--- src/rtl/unit_sweep_ctrl_if.sv ---
// unit_sweep_ctrl_if: operand/control bundle between the sweep sequencer and
// the 'unit' datapath.
//   unit_A/unit_B : operands driven by the sequencer
//   unit_Run      : Run strobe to unit
//   unit_Reset    : active-high Reset to unit
//   Yout/nYout    : unit result and its inverted copy
// Modports: master = sequencer side, slave = unit side.
interface unit_sweep_ctrl_if #(
  parameter int unsigned A_W = 2,
  parameter int unsigned B_W = 2,
  parameter int unsigned Y_W = 8
) ();

  logic [A_W-1:0] unit_A;
  logic [B_W-1:0] unit_B;
  logic           unit_Run;
  logic           unit_Reset;
  logic [Y_W-1:0] Yout;
  logic [Y_W-1:0] nYout;

  modport master (
    output unit_A, unit_B, unit_Run, unit_Reset,
    input  Yout, nYout
  );

  modport slave (
    input  unit_A, unit_B, unit_Run, unit_Reset,
    output Yout, nYout
  );

endinterface

--- src/rtl/unit_sweep_ctrl.sv ---
// unit_sweep_ctrl: walks every (A,B) operand point of the 'unit' datapath,
// resetting it per point, running it for SETTLE_CYC unpaused cycles, then
// capturing Yout, checking nYout == ~Yout and accumulating a 16-bit checksum.
// Ports:
//   clk, nReset         : clock, async active-low reset
//   start               : begin a sweep (honoured in IDLE only)
//   pause               : freeze settle counter and drop unit_Run in RUN
//   unit_bus (master)   : unit_A/unit_B/unit_Run/unit_Reset out, Yout/nYout in
//   busy                : sweep in progress (LOAD/RUN/CAPTURE)
//   done                : 1-cycle pulse when the sweep finishes
//   err                 : sticky complement-check failure, cleared by start
//   cap_valid           : 1-cycle pulse, cap_A/cap_B/cap_Y just updated
//   cap_A/cap_B/cap_Y   : last captured point and its Yout
//   checksum            : sum of captured Yout mod 2^16
module unit_sweep_ctrl #(
  parameter int unsigned SETTLE_CYC = 15,
  parameter int unsigned A_W        = 2,
  parameter int unsigned B_W        = 2,
  parameter int unsigned Y_W        = 8
) (
  input  logic                      clk,
  input  logic                      nReset,
  input  logic                      start,
  input  logic                      pause,
  unit_sweep_ctrl_if.master         unit_bus,
  output logic                      busy,
  output logic                      done,
  output logic                      err,
  output logic                      cap_valid,
  output logic [A_W-1:0]            cap_A,
  output logic [B_W-1:0]            cap_B,
  output logic [Y_W-1:0]            cap_Y,
  output logic [15:0]               checksum
);

  localparam int unsigned IDX_W = A_W + B_W;
  localparam int unsigned CNT_W = (SETTLE_CYC < 2) ? 1 : $clog2(SETTLE_CYC);
  localparam int unsigned CS_W  = 16;

  typedef enum logic [2:0] {
    S_IDLE,
    S_LOAD,
    S_RUN,
    S_CAPTURE,
    S_DONE
  } state_t;

  state_t             state_q, state_d;
  logic [CNT_W-1:0]   cnt_q, cnt_d;
  logic [IDX_W-1:0]   pt_q, pt_d;
  logic [IDX_W-1:0]   pt_nxt;
  logic               last_pt;
  logic               settle_end;

  logic [A_W-1:0]     ua_d;
  logic [B_W-1:0]     ub_d;
  logic               run_d;
  logic               urst_d;
  logic               busy_d;
  logic               done_d;
  logic               err_d;
  logic               cap_valid_d;
  logic [A_W-1:0]     cap_a_d;
  logic [B_W-1:0]     cap_b_d;
  logic [Y_W-1:0]     cap_y_d;
  logic [CS_W-1:0]    cs_d;

  assign pt_nxt     = pt_q + IDX_W'(1);
  assign last_pt    = (pt_q == {IDX_W{1'b1}});
  assign settle_end = (cnt_q == CNT_W'(SETTLE_CYC - 1));

  // State and all registered outputs
  always_ff @(posedge clk or negedge nReset) begin
    if (!nReset) begin
      state_q             <= S_IDLE;
      cnt_q               <= '0;
      pt_q                <= '0;
      unit_bus.unit_A     <= '0;
      unit_bus.unit_B     <= '0;
      unit_bus.unit_Run   <= 1'b0;
      unit_bus.unit_Reset <= 1'b1;
      busy                <= 1'b0;
      done                <= 1'b0;
      err                 <= 1'b0;
      cap_valid           <= 1'b0;
      cap_A               <= '0;
      cap_B               <= '0;
      cap_Y               <= '0;
      checksum            <= '0;
    end else begin
      state_q             <= state_d;
      cnt_q               <= cnt_d;
      pt_q                <= pt_d;
      unit_bus.unit_A     <= ua_d;
      unit_bus.unit_B     <= ub_d;
      unit_bus.unit_Run   <= run_d;
      unit_bus.unit_Reset <= urst_d;
      busy                <= busy_d;
      done                <= done_d;
      err                 <= err_d;
      cap_valid           <= cap_valid_d;
      cap_A               <= cap_a_d;
      cap_B               <= cap_b_d;
      cap_Y               <= cap_y_d;
      checksum            <= cs_d;
    end
  end

  // Next state and next output values; outputs describe the state being entered
  always_comb begin
    state_d     = state_q;
    cnt_d       = cnt_q;
    pt_d        = pt_q;
    ua_d        = unit_bus.unit_A;
    ub_d        = unit_bus.unit_B;
    run_d       = 1'b0;
    urst_d      = 1'b1;
    busy_d      = 1'b0;
    done_d      = 1'b0;
    err_d       = err;
    cap_valid_d = 1'b0;
    cap_a_d     = cap_A;
    cap_b_d     = cap_B;
    cap_y_d     = cap_Y;
    cs_d        = checksum;

    unique case (state_q)
      S_IDLE: begin
        if (start) begin
          state_d = S_LOAD;
          pt_d    = '0;
          cnt_d   = '0;
          ua_d    = '0;
          ub_d    = '0;
          busy_d  = 1'b1;
          err_d   = 1'b0;
          cs_d    = '0;
        end
      end

      S_LOAD: begin
        // Run is raised unconditionally on entry; pause acts from the next RUN cycle
        state_d = S_RUN;
        cnt_d   = '0;
        urst_d  = 1'b0;
        run_d   = 1'b1;
        busy_d  = 1'b1;
      end

      S_RUN: begin
        urst_d = 1'b0;
        busy_d = 1'b1;
        if (pause) begin
          run_d = 1'b0;
        end else if (settle_end) begin
          state_d = S_CAPTURE;
          run_d   = 1'b0;
        end else begin
          cnt_d = cnt_q + CNT_W'(1);
          run_d = 1'b1;
        end
      end

      S_CAPTURE: begin
        cap_valid_d = 1'b1;
        cap_a_d     = unit_bus.unit_A;
        cap_b_d     = unit_bus.unit_B;
        cap_y_d     = unit_bus.Yout;
        cs_d        = checksum + CS_W'(unit_bus.Yout);
        err_d       = err | (unit_bus.nYout != ~unit_bus.Yout);
        if (last_pt) begin
          state_d = S_DONE;
          done_d  = 1'b1;
        end else begin
          state_d = S_LOAD;
          pt_d    = pt_nxt;
          cnt_d   = '0;
          ua_d    = pt_nxt[IDX_W-1:B_W];
          ub_d    = pt_nxt[B_W-1:0];
          busy_d  = 1'b1;
        end
      end

      S_DONE: begin
        // Point index wraps only here
        state_d = S_IDLE;
        pt_d    = '0;
        cnt_d   = '0;
      end

      default: begin
        state_d = S_IDLE;
      end
    endcase
  end

endmodule

--- src/flat_wrapper.sv ---
// flat-port wrapper written by rule: the top's interface ports become plain ports
module unit_sweep_ctrl_flat 
#(
  parameter int unsigned SETTLE_CYC = 15,
  parameter int unsigned A_W        = 2,
  parameter int unsigned B_W        = 2,
  parameter int unsigned Y_W        = 8
)
  (clk, nReset, start, pause, busy, done, err, cap_valid, cap_A, cap_B, cap_Y, checksum, unit_bus_unit_A, unit_bus_unit_B, unit_bus_unit_Run, unit_bus_unit_Reset, unit_bus_Yout, unit_bus_nYout);
  unit_sweep_ctrl_if #(.A_W(A_W), .B_W(B_W), .Y_W(Y_W)) unit_bus_i ();
  input  logic clk;
  input  logic nReset;
  input  logic start;
  input  logic pause;
  output logic busy;
  output logic done;
  output logic err;
  output logic cap_valid;
  output logic [A_W-1:0] cap_A;
  output logic [B_W-1:0] cap_B;
  output logic [Y_W-1:0] cap_Y;
  output logic [15:0] checksum;
  output wire logic [$bits(unit_bus_i.unit_A)-1:0] unit_bus_unit_A;
  output wire logic [$bits(unit_bus_i.unit_B)-1:0] unit_bus_unit_B;
  output wire logic [$bits(unit_bus_i.unit_Run)-1:0] unit_bus_unit_Run;
  output wire logic [$bits(unit_bus_i.unit_Reset)-1:0] unit_bus_unit_Reset;
  input wire logic [$bits(unit_bus_i.Yout)-1:0] unit_bus_Yout;
  input wire logic [$bits(unit_bus_i.nYout)-1:0] unit_bus_nYout;
  assign unit_bus_unit_A = unit_bus_i.unit_A;
  assign unit_bus_unit_B = unit_bus_i.unit_B;
  assign unit_bus_unit_Run = unit_bus_i.unit_Run;
  assign unit_bus_unit_Reset = unit_bus_i.unit_Reset;
  assign unit_bus_i.Yout = unit_bus_Yout;
  assign unit_bus_i.nYout = unit_bus_nYout;
  unit_sweep_ctrl #(.SETTLE_CYC(SETTLE_CYC), .A_W(A_W), .B_W(B_W), .Y_W(Y_W)) u_core (.clk(clk), .nReset(nReset), .start(start), .pause(pause), .unit_bus(unit_bus_i), .busy(busy), .done(done), .err(err), .cap_valid(cap_valid), .cap_A(cap_A), .cap_B(cap_B), .cap_Y(cap_Y), .checksum(checksum));
endmodule
--- config.mk ---
export PLATFORM = sky130hd
export DESIGN_NAME = unit_sweep_ctrl_flat
export DESIGN_NICKNAME = d
export VERILOG_FILES = /design/src/rtl/unit_sweep_ctrl_if.sv /design/src/rtl/unit_sweep_ctrl.sv /design/src/flat_wrapper.sv
export SDC_FILE = /design/constraint.sdc
export NUM_CORES = 1
export LEC_CHECK = 0
export CORE_MARGIN = 2
export CORE_UTILIZATION = 46
export CTS_CLUSTER_DIAMETER = 40
export DETAILED_ROUTE_END_ITERATION = 8
export PLACE_DENSITY = 0.85
export SYNTH_ARGS = -nofsm -noshare
export SYNTH_HDL_FRONTEND = slang
export SYNTH_SLANG_ARGS = --single-unit
--- constraint.sdc ---
create_clock -name clk -period 1.73 [get_ports clk]
set_input_delay 0.173 -clock clk [delete_from_list [all_inputs] [get_ports clk]]
set_output_delay 0.173 -clock clk [all_outputs]
set_load 0.05 [all_outputs]
==> Word level (Yosys, flattened, before mapping) <==
Index checks and enable logic that the tools add are counted.
{ "classes": {"addsub": 3, "n_eq_ne": 12, "muxes": 31, "bitwise_logic": 2, "reduce_logical": 11} }
{ "ops": {"columns": ["op", "count"], "rows": [
  ["$pmux W16 S2", 1],
  ["$mux W4", 5],
  ["$add A16 B8 Y16", 1],
  ["$mux W16", 1],
  ["$pmux W4 S4", 1],
  ["$mux W3", 4],
  ["$pmux W3 S4", 1],
  ["$pmux W4 S3", 1],
  ["$mux W1", 9],
  ["$reduce_and A3 Y1", 3],
  ["$add A4 B1 Y4 const B", 2],
  ["$eq A4 B4 Y1 const B", 2],
  ["$ne A2 B2 Y1 const B", 4],
  ["$ne A8 B8 Y1", 1],
  ["$not A8 Y8", 1],
  ["$pmux W2 S2", 2],
  ["$eq A3 B2 Y1 const B", 2],
  ["$mux W2", 3],
  ["$reduce_and A5 Y1", 1],
  ["$pmux W1 S2", 2],
  ["$reduce_bool A4 Y1", 1],
  ["$reduce_or A2 Y1", 2],
  ["$eq A3 B1 Y1 const B", 1],
  ["$eq A3 B3 Y1 const B", 1],
  ["other kinds (7)", 7]
]} }
{ "totals": {"register_bits": 49, "output_inout_bits": 38} }

==> Longest topological paths before layout <==
{ "depth": {"ltp_word": 4, "ltp_mapped": 8} }

==> Worst setup path after synthesis <==
No wires, ideal clock.
{ "synth_timing": {"kind": "reg-to-reg", "from": "register u_core.checksum[0]", "to": "register u_core.checksum[14]", "t_arrival_ns": 2.013, "required_time_ns": 1.581, "path_slack_ns": -0.432, "stages_incl_launch_ff": 9, "path_buffers": 0, "period_less_slack_ns": 2.162, "cell_sequence": "dfrtp_1 > ha_1 > inv_1 > fa_1 > nor2b_1 > o2111ai_1 > nand3_1 > nand4_1 > mux2i_1"} }
{ "synth_via": {"elab_chain_len": 2} }
{ "synth_rtl": {"columns": ["item", "line", "text"], "rows": [
  ["from (decl)", "unit_sweep_ctrl.sv:33", "output logic [15:0] checksum"],
  ["from (signal assigned)", "unit_sweep_ctrl.sv:105", "checksum <= cs_d;"],
  ["$add A16 B8 Y16", "unit_sweep_ctrl.sv:169", "cs_d = checksum + CS_W'(unit_bus.Yout);"],
  ["$pmux W16 S2", "unit_sweep_ctrl.sv:127", "unique case (state_q)"]
]} }
Every way passes these cells.
A chain may end at the register's enable or synchronous reset.

==> Final worst setup path <==
{ "layout_timing": {"from": "register u_core.checksum[0]", "to": "register u_core.checksum[15]"} }
Same word-level chain as after synthesis.

==> results_dict.tcl <==
set metrics [dict create \
    status "complete, but fails checks" \
    failed_checks "negative setup slack" \
    synth_nets 296 \
    antenna_found_initial 0 \
    synthArstFlopShare 1.00 \
    clkTransAtPathRegs_ps 100 \
    cap_violations 0 \
    r2r-end "u_core.checksum[15]" \
    critPathSlowestCell "dfrtp_2" \
    ys_types 42 \
    grt_pass1_vias 2313 \
    finalHoldViolCount 0 \
    detail_route.wl_per_cell_um 15.5 \
    avgSynthCellArea_um2 9.87 \
    ir_drop_v 0.000984 \
    numCtsBuffers 5 \
    finalMaxSlewViolations 0 \
    skew_ps 11.3 \
    finalWorstSetupSlack_ps -9.99 \
    cts-root-buf "clkbuf_8" \
    setup_viol 1 \
    syn_area_um2 2610 \
    max_stage_delay_ps 440 \
    port_buffers 57 \
    dr.pass1.iters 4 \
    rows 27 \
    cp-start-kind "flop" \
    critPathKind "flop to flop" \
    grt_first_pass_wirelength_mm 10.9 \
    synth_seq_cells 49 \
    critPathRequiredTime_ps 1930 \
    yosysTopAreaCell "dfrtp_1" \
    drt_iter0_markers 141 \
    ys_warn_count 0 \
    final.min_clock_period_ps 1740 \
    die_x_um 79.3 \
    dp.cells 416 \
    cts_tree "yes" \
    drc 0 \
    dieArea_um2 6280 \
    r2r_slack_ps -10 \
    timing.fmax_ghz 0.575 \
    ys_top_cells_by_area "dfrtp_1, nand2_1, ha_1" \
    r2r_cells 7 \
    cp_data_arrival_time_ps 1940 \
    seq_area_um2 1240 \
    pre_cts_ws_ps -431 \
    synth_edf_count 0 \
    fin_cells 428 \
    htreeDepth 2 \
    fin_util 0.684 \
    vias_per_cell 5.32 \
    netlist_instances 264 \
    ys.flop_type "dfrtp_1" \
    fillerInstances 416 \
    cts.sinks 49 \
    insertion_delay_ps 300 \
    track_usage 0.220 \
    netlist.area_leader.share 0.461 \
    multi_input_area_um2 1460 \
    post-synth-top-count-cell "nand2_1" \
    seq_area_frac_synth 0.471 \
    leakagePower_nw 1.80 \
    cp_max_fo 4 \
    hold_path_class "input port to async pin" \
    cp-end-kind "flop" \
    detail-route-antenna-nets 0 \
    area_growth_pct 43.5 \
    fin_nets 387 \
    core_area_um2 5470 \
    vias 2278 \
    num_antenna_cells 0 \
    p_per_area_nw_per_um2 1660 \
    worstReg2RegStart "u_core.checksum[0]" \
    fin_crit_sh 1.01 \
    netlist_top_cells_count "nand2_1, dfrtp_1, o21ai_0" \
    cts_buffer_depth 2 \
    rsz0062_at_grt "yes" \
    slew_headroom 0.651 \
    die_y_um 79.3 \
    gp_congestion 0.797 \
    timing.critical_path.cells "ha_4 -> buf_6 -> a211oi_4 -> o21bai_4 -> o311ai_4 -> o211ai_1 -> o31ai_1" \
    totalWireLength_mm 6.62 \
    tightest_slew_ps 521 \
    hpwlAfterDp_mm 4.70 \
    drive_above_1_share 0.270 \
    overflow 0 \
    grt_max_degree 34 \
    whs_ps 312 \
    start_util 0.476 \
    pin_count 58 \
]
-- worst max-delay path by stage --
stage | start | endpoint | slack (ps) | cells past startpoint
final | u_core.checksum[0] | u_core.checksum[15] | -10 | 7
after global placement | unit_bus_Yout[0] | u_core.checksum[14] | -330 | 9
after floorplan | u_core.checksum[0] | u_core.checksum[14] | -160 | 8
after detailed placement | unit_bus_Yout[1] | u_core.checksum[15] | -430 | 7
after global routing | u_core.checksum[0] | u_core.checksum[13] | -70 | 7
after CTS | u_core.checksum[0] | u_core.checksum[15] | -40 | 7
-- where the power goes --
group | switching, mW | leakage (nW) | total (mW) | internal [mW]
Sequential | 0.342 | 0.633 | 1.87 | 1.53
Combinational | 2.22 | 1.12 | 3.61 | 1.40
Clock | 0.398 | 0.0518 | 0.730 | 0.332
-- worst max-delay path, delay by kind of cell (launching register included) --
family                   cells  cell delay [ps]
adder cells (fa/ha/maj)      1              170
flip-flops                   1              440
buffers and inverters        1              120
AO/OA/AOI/OAI                5              900
-- state kept, by name, indices dropped and copies added, names as in the netlist, 2 cells and up --
name,count
u_core.cap_A,2
u_core.cap_Y,8
u_core.cnt_q,4
u_core.checksum,16
u_core.state_q,3
u_core.pt_q,4
u_core.unit_bus.unit_A,2
u_core.unit_bus.unit_B,2
u_core.cap_B,2
-- stage by stage --
step                power, mW  instance area [um2]  setup TNS [ps]
global placement         5.14                 3460           -2940
detailed placement       5.24                 3460           -3830
CTS                      6.11                 3650           -41.8
floorplan                4.06                 2640            -747
finish                   6.21                 3740           -9.99
global route             6.59                 3740            -297
-- kinds of logic (layout without fill, tap and decap cells) --
group | Yosys count | after routing | synth area share
muxes | 8 | 8 | 0.0307
xor gates and xnor gates | 17 | 17 | 0.0571
buffers and inverters | 16 | 108 | 0.0350
DFF | 49 | 49 | 0.471
and+or+nand+nor | 109 | 109 | 0.206
adders and majority gates | 12 | 12 | 0.0605
AOI/OAI and AO/OA | 53 | 53 | 0.140
-- layout by cell type (no fill, tap or decap), drive strengths merged, types with 6 or more instances in the layout --
cell / instances
inv: 9
ha: 11
clkdlybuf4s50: 36
clkbuf: 6
o21ai: 23
a21oi: 8
xor2: 9
dfrtp: 48
xnor2: 8
mux2i: 8
nand3: 12
buf: 50
nor2: 11
nand2: 60
-- cell type report --
class | count | area share
multi-input cells | 199 | 0.390
well taps | 72 | 0.0241
inverters | 8 | 0.00803
repair buffers | 92 | 0.220
clock inverters | 2 | 0.00468
flip-flops and latches | 49 | 0.331
clock buffers | 6 | 0.0221
-- layer usage --
layer  share of wire  track usage  wire length, um
met1            0.44        0.282             2910
met5               0            0                0
met2            0.50        0.392             3330
met4           0.019       0.0621              125
met3           0.036       0.0273              241
-- timing repair --
item,4_1_cts,5_1_grt
hold endpoints to repair,15,0
hold buffers,1,0
pin swaps,1,3
setup endpoints to repair,11,15
resized for setup,16,12
buffers inserted,0,3
Power figures use the tool's default switching activity.
==> edit 1, RTL diff (config.mk and constraints unchanged) <==
`A_W` is set to 2 in 3 places; all go to 3.
--- a/src/rtl/unit_sweep_ctrl_if.sv
+++ b/src/rtl/unit_sweep_ctrl_if.sv
@@ -6,7 +6,7 @@
 //   Yout/nYout    : unit result and its inverted copy
 // Modports: master = sequencer side, slave = unit side.
 interface unit_sweep_ctrl_if #(
-  parameter int unsigned A_W = 2,
+  parameter int unsigned A_W = 3,
   parameter int unsigned B_W = 2,
   parameter int unsigned Y_W = 8
 ) ();
--- a/src/rtl/unit_sweep_ctrl.sv
+++ b/src/rtl/unit_sweep_ctrl.sv
@@ -14,7 +14,7 @@
 //   checksum            : sum of captured Yout mod 2^16
 module unit_sweep_ctrl #(
   parameter int unsigned SETTLE_CYC = 15,
-  parameter int unsigned A_W        = 2,
+  parameter int unsigned A_W        = 3,
   parameter int unsigned B_W        = 2,
   parameter int unsigned Y_W        = 8
 ) (
--- a/src/flat_wrapper.sv
+++ b/src/flat_wrapper.sv
@@ -2,7 +2,7 @@
 module unit_sweep_ctrl_flat 
 #(
   parameter int unsigned SETTLE_CYC = 15,
-  parameter int unsigned A_W        = 2,
+  parameter int unsigned A_W        = 3,
   parameter int unsigned B_W        = 2,
   parameter int unsigned Y_W        = 8
 )
Ports: changed (resized cap_A and unit_bus_unit_A); port bits go from 58 to 60. The function was not compared with the original's and may differ.
==> edit 1 against the unedited design <==
The flow still finishes with violations (setup timing); routed wire length grew 8.1%; total power increased by 6.3%; synthesized area grew 3.2%; setup slack got worse by 0.089 ns; count of clock-buffer cells in the layout shrank 1; non-clock buffer count increased by 27; sequential cell count up 3; fmax down 4.8%; sequential share of layout area fell by 0.94 points; synthesized cell count is 0.76% higher; core utilization up 5.0 points; global-route usage grew 0.88 points; final area rose by 9.3%; largest power group unchanged; highest routed layer unchanged.
==> edit 1: results <==
export IMPL_status="finished with violations"
export IMPL_violations="setup timing"
export IMPL_wirelength_microns=7155
export IMPL_dpl_cell_area_sq_um=3762
export IMPL_synth_distinct_cells=52
export IMPL_arrival_ns=2.03
export IMPL_p_int_mw=3.503
export IMPL_wl_met2_microns=3417
export IMPL_synth_commonest_cells="nand2_1, dfrtp_1, nand3_1, o21ai_0, ha_1"
export IMPL_yosysSeqAreaShare_pct=48.44
export IMPL_finalSetupViolations=12
export IMPL_avgSynthCellArea_sq_um=10.11
export IMPL_critPathMaxFanout=3
export IMPL_synth_mux_area_fraction_pct=0.7445
export IMPL_finalSetupTns_ns=-0.4614
export IMPL_io_buffers=59
export IMPL_tightest_slew_ns=0.5283
export IMPL_wl_per_cell_microns=15.69
export IMPL_drt_initial_drc_count=128
export IMPL_reg2regPathDepth=6
export IMPL_hpwl_microns=4966
export IMPL_fillers=374
export IMPL_placedCellCount=436
export IMPL_drive_above_1_share_pct=33.85
export IMPL_wl_met3_microns=405
export IMPL_ir_drop_uv=969.6
export IMPL_reg2reg_from="u_core.pt_q[1]"
export IMPL_worst_slack_ns=-0.09852
[edit 1: layout make-up]
type                       count  share of cell area, %
clock inverter                 3                 0.6734
multi-input combinational    197                  37.40
tap                           72                  2.204
timing repair buffer         119                  25.16
inverter                       8                 0.7346
sequential                    52                  32.14
clock buffer                   5                  1.684
[edit 1: critical path: stages, from the launching register on]
cell and delay, ns:
dfrtp_1 0.41, ha_2 0.20, and3_4 0.15, ha_4 0.16, and3_4 0.18, a2111o_1 0.34, a211o_1 0.27
[edit 1: kinds of logic (layout without fill, tap and decap cells)]
kind of cell / count (synthesis) / after routing
compound gates: 64 / 64
buf+inv: 17 / 135
simple gates: 101 / 101
xor+xnor: 17 / 17
flops: 52 / 52
fa+ha+maj: 13 / 13
mux: 2 / 2
[edit 1: how the worst max path moves through the flow]
| stage | slack [ns] | depth (start not counted) | to |
|---|---|---|---|
| detailed placement | -0.46 | 8 | u_core.checksum[8] |
| finish | -0.1 | 6 | u_core.cnt_q[2] |
| floorplan | -0.14 | 8 | u_core.checksum[8] |
| global route | -0.16 | 6 | u_core.cnt_q[2] |
| global placement | -0.33 | 8 | u_core.checksum[8] |
| CTS | -0.11 | 6 | u_core.cnt_q[2] |
[edit 1: metal layers]
metal  vias to the layer above  global-route usage (%)
li1                       1179                       -
met1                      1159                   31.18
met2                        81                   37.92
met3                        12                   4.831
met4                         0                   4.576
met5                         -                       0
[edit 1: repair_timing]
action / 4_1_cts / 5_1_grt
pin swaps: 14 / 14
endpoints found under the hold margin: 51 / 0
hold buffers: 1 / 0
resized for setup: 17 / 18
buffers inserted: 7 / 5
setup endpoints to repair: 18 / 30
[edit 1: power groups by stage]
stage	clock (mW)	sequential [mW]	combinational (mW)
final	0.752	1.89	3.96
after global routing	0.817	1.93	4.27
after CTS	0.765	1.89	3.77
after detailed placement	0	1.91	3.59
after global placement	0	1.89	3.48
after floorplan	0	2.82	1.33
==> edit 2, RTL diff (same settings) <==
Without the edit above. Re-encode `state_t` (5 states) as one-hot, 5 bits wide.
--- a/src/rtl/unit_sweep_ctrl.sv
+++ b/src/rtl/unit_sweep_ctrl.sv
@@ -37,12 +37,12 @@
   localparam int unsigned CNT_W = (SETTLE_CYC < 2) ? 1 : $clog2(SETTLE_CYC);
   localparam int unsigned CS_W  = 16;
 
-  typedef enum logic [2:0] {
-    S_IDLE,
-    S_LOAD,
-    S_RUN,
-    S_CAPTURE,
-    S_DONE
+  typedef enum logic [4:0] {
+    S_IDLE    = 5'b00001,
+    S_LOAD    = 5'b00010,
+    S_RUN     = 5'b00100,
+    S_CAPTURE = 5'b01000,
+    S_DONE    = 5'b10000
   } state_t;
 
   state_t             state_q, state_d;
Check against the original RTL: same outputs for any inputs over 10 cycles, from zero or initial values and one cycle with nReset low; not proved beyond that.
==> edit 2 against the unedited design <==
Sequential cell count grew 2; register-to-register slack lost 0.24 ns; setup slack lost 0.26 ns; the flow still finishes with violations (setup timing); routed wire length grew 68%; non-clock buffer count grew 41; hold slack lost 0.038 ns; core utilization grew 9.2 points; synthesized area grew 7.2%; critical path depth grew 2; via count grew 35%; largest cell class unchanged; final area grew 22%.
Power is not compared: it rests on default switching activity, and its combinational part moved more than twofold at a synthesized area within 25%.
==> edit 2: results <==
export IMPL_status="finished with violations"
export IMPL_violations="setup timing"
export IMPL_synth_area_leaders="dfrtp_1, nand2_1, ha_1"
export IMPL_layout_cells_non_filler=501
export IMPL_synth_distinct_cells=54
export IMPL_finalSetupTns_ns=-3.270
export IMPL_clock_latency_ns=0.32
export IMPL_synth_compound_area_share_pct=16.74
export IMPL_max_slew_margin_pct=65.03
export IMPL_clock_skew_final_ns=0.01085
export IMPL_post_cts_resize_count=44
export IMPL_synth_mux_area_fraction_pct=3.581
export IMPL_hpwl_microns=5911
export IMPL_wl_met3_microns=953
export IMPL_rr_endpoint="u_core.checksum[14]"
export IMPL_worstSetupStartpoint="unit_bus_Yout[0]"
export IMPL_slowest_stage="clkdlybuf4s50_1"
export IMPL_vias=3086
export IMPL_yosysSeqAreaShare_pct=45.75
export IMPL_place_gp_congestion=0.8629
export IMPL_seq_area_sq_um=1290
export IMPL_synth_fa_ha_area_share_pct=5.640
export IMPL_dr_pass1_iters=6
export IMPL_nets=457
export IMPL_wl_met1_microns=3949
export IMPL_max_stage_delay_ns=0.56
export IMPL_drt_initial_drc_count=281
export IMPL_avgSynthCellArea_sq_um=9.443
export IMPL_holdWs_ns=0.2740
export IMPL_use_met2_pct=49.59
export IMPL_placedCellCount=479
export IMPL_grt_max_degree=24
export IMPL_grt_use_total_pct=27.55
export IMPL_wl_per_cell_microns=22.14
export IMPL_arrival_ns=2.22
export IMPL_critPathTopFamily="buffers and inverters"
export IMPL_grt_first_pass_wirelength_microns=14030
export IMPL_hold_buffers=1
export IMPL_synth_commonest_cells="nand2_1, dfrtp_1, inv_1, o21ai_0, a21oi_1"
export IMPL_top_regs="u_core.checksum x16, u_core.cap_Y x8, u_core.state_q x5"
export IMPL_use_met3_pct=6.703
export IMPL_worst_slack_ns=-0.2669
export IMPL_synth_nets=328
export IMPL_finalSetupViolations=39
export IMPL_drive_above_1_share_pct=42.25
export IMPL_grt_pass1_vias=2982
export IMPL_synth_xor_area_share_pct=3.760
export IMPL_grt_util_met1_pct=29.86
export IMPL_wl_met2_microns=5413
export IMPL_dp_slack_ns=-0.4810
edit 2: changes by cell type in the layout (fill, tap and decap cells not counted), moves of 5 or more:
cell     unedited run  this run
o21a_1              0         5
o21ai_0            19        10
buf_4              46        73
nand2_1            60        50
xor2_1              9         1
buf_6               1        19
nand2_2             0         7
a21oi_4             0         7
inv_1               5        12
edit 2: worst max-delay path by stage:
| stage | depth (start not counted) | slack [ns] | endpoint |
|---|---|---|---|
| final | 9 | -0.27 | u_core.checksum[14] |
| after detailed placement | 7 | -0.48 | u_core.checksum[13] |
| after floorplan | 8 | -0.18 | u_core.checksum[12] |
| after CTS | 6 | -0.15 | u_core.checksum[13] |
| after global placement | 9 | -0.38 | u_core.checksum[12] |
| after global routing | 8 | -0.34 | u_core.checksum[14] |
edit 2: layout make-up:
type	instances	share of cell area (%)
timing repair inverter	1	0.1370
clock inverter	3	0.6029
clock buffer	5	1.507
sequential	51	28.25
multi-input combinational	217	40.28
timing repair buffer	133	25.73
inverter	16	1.425
tap	75	2.055
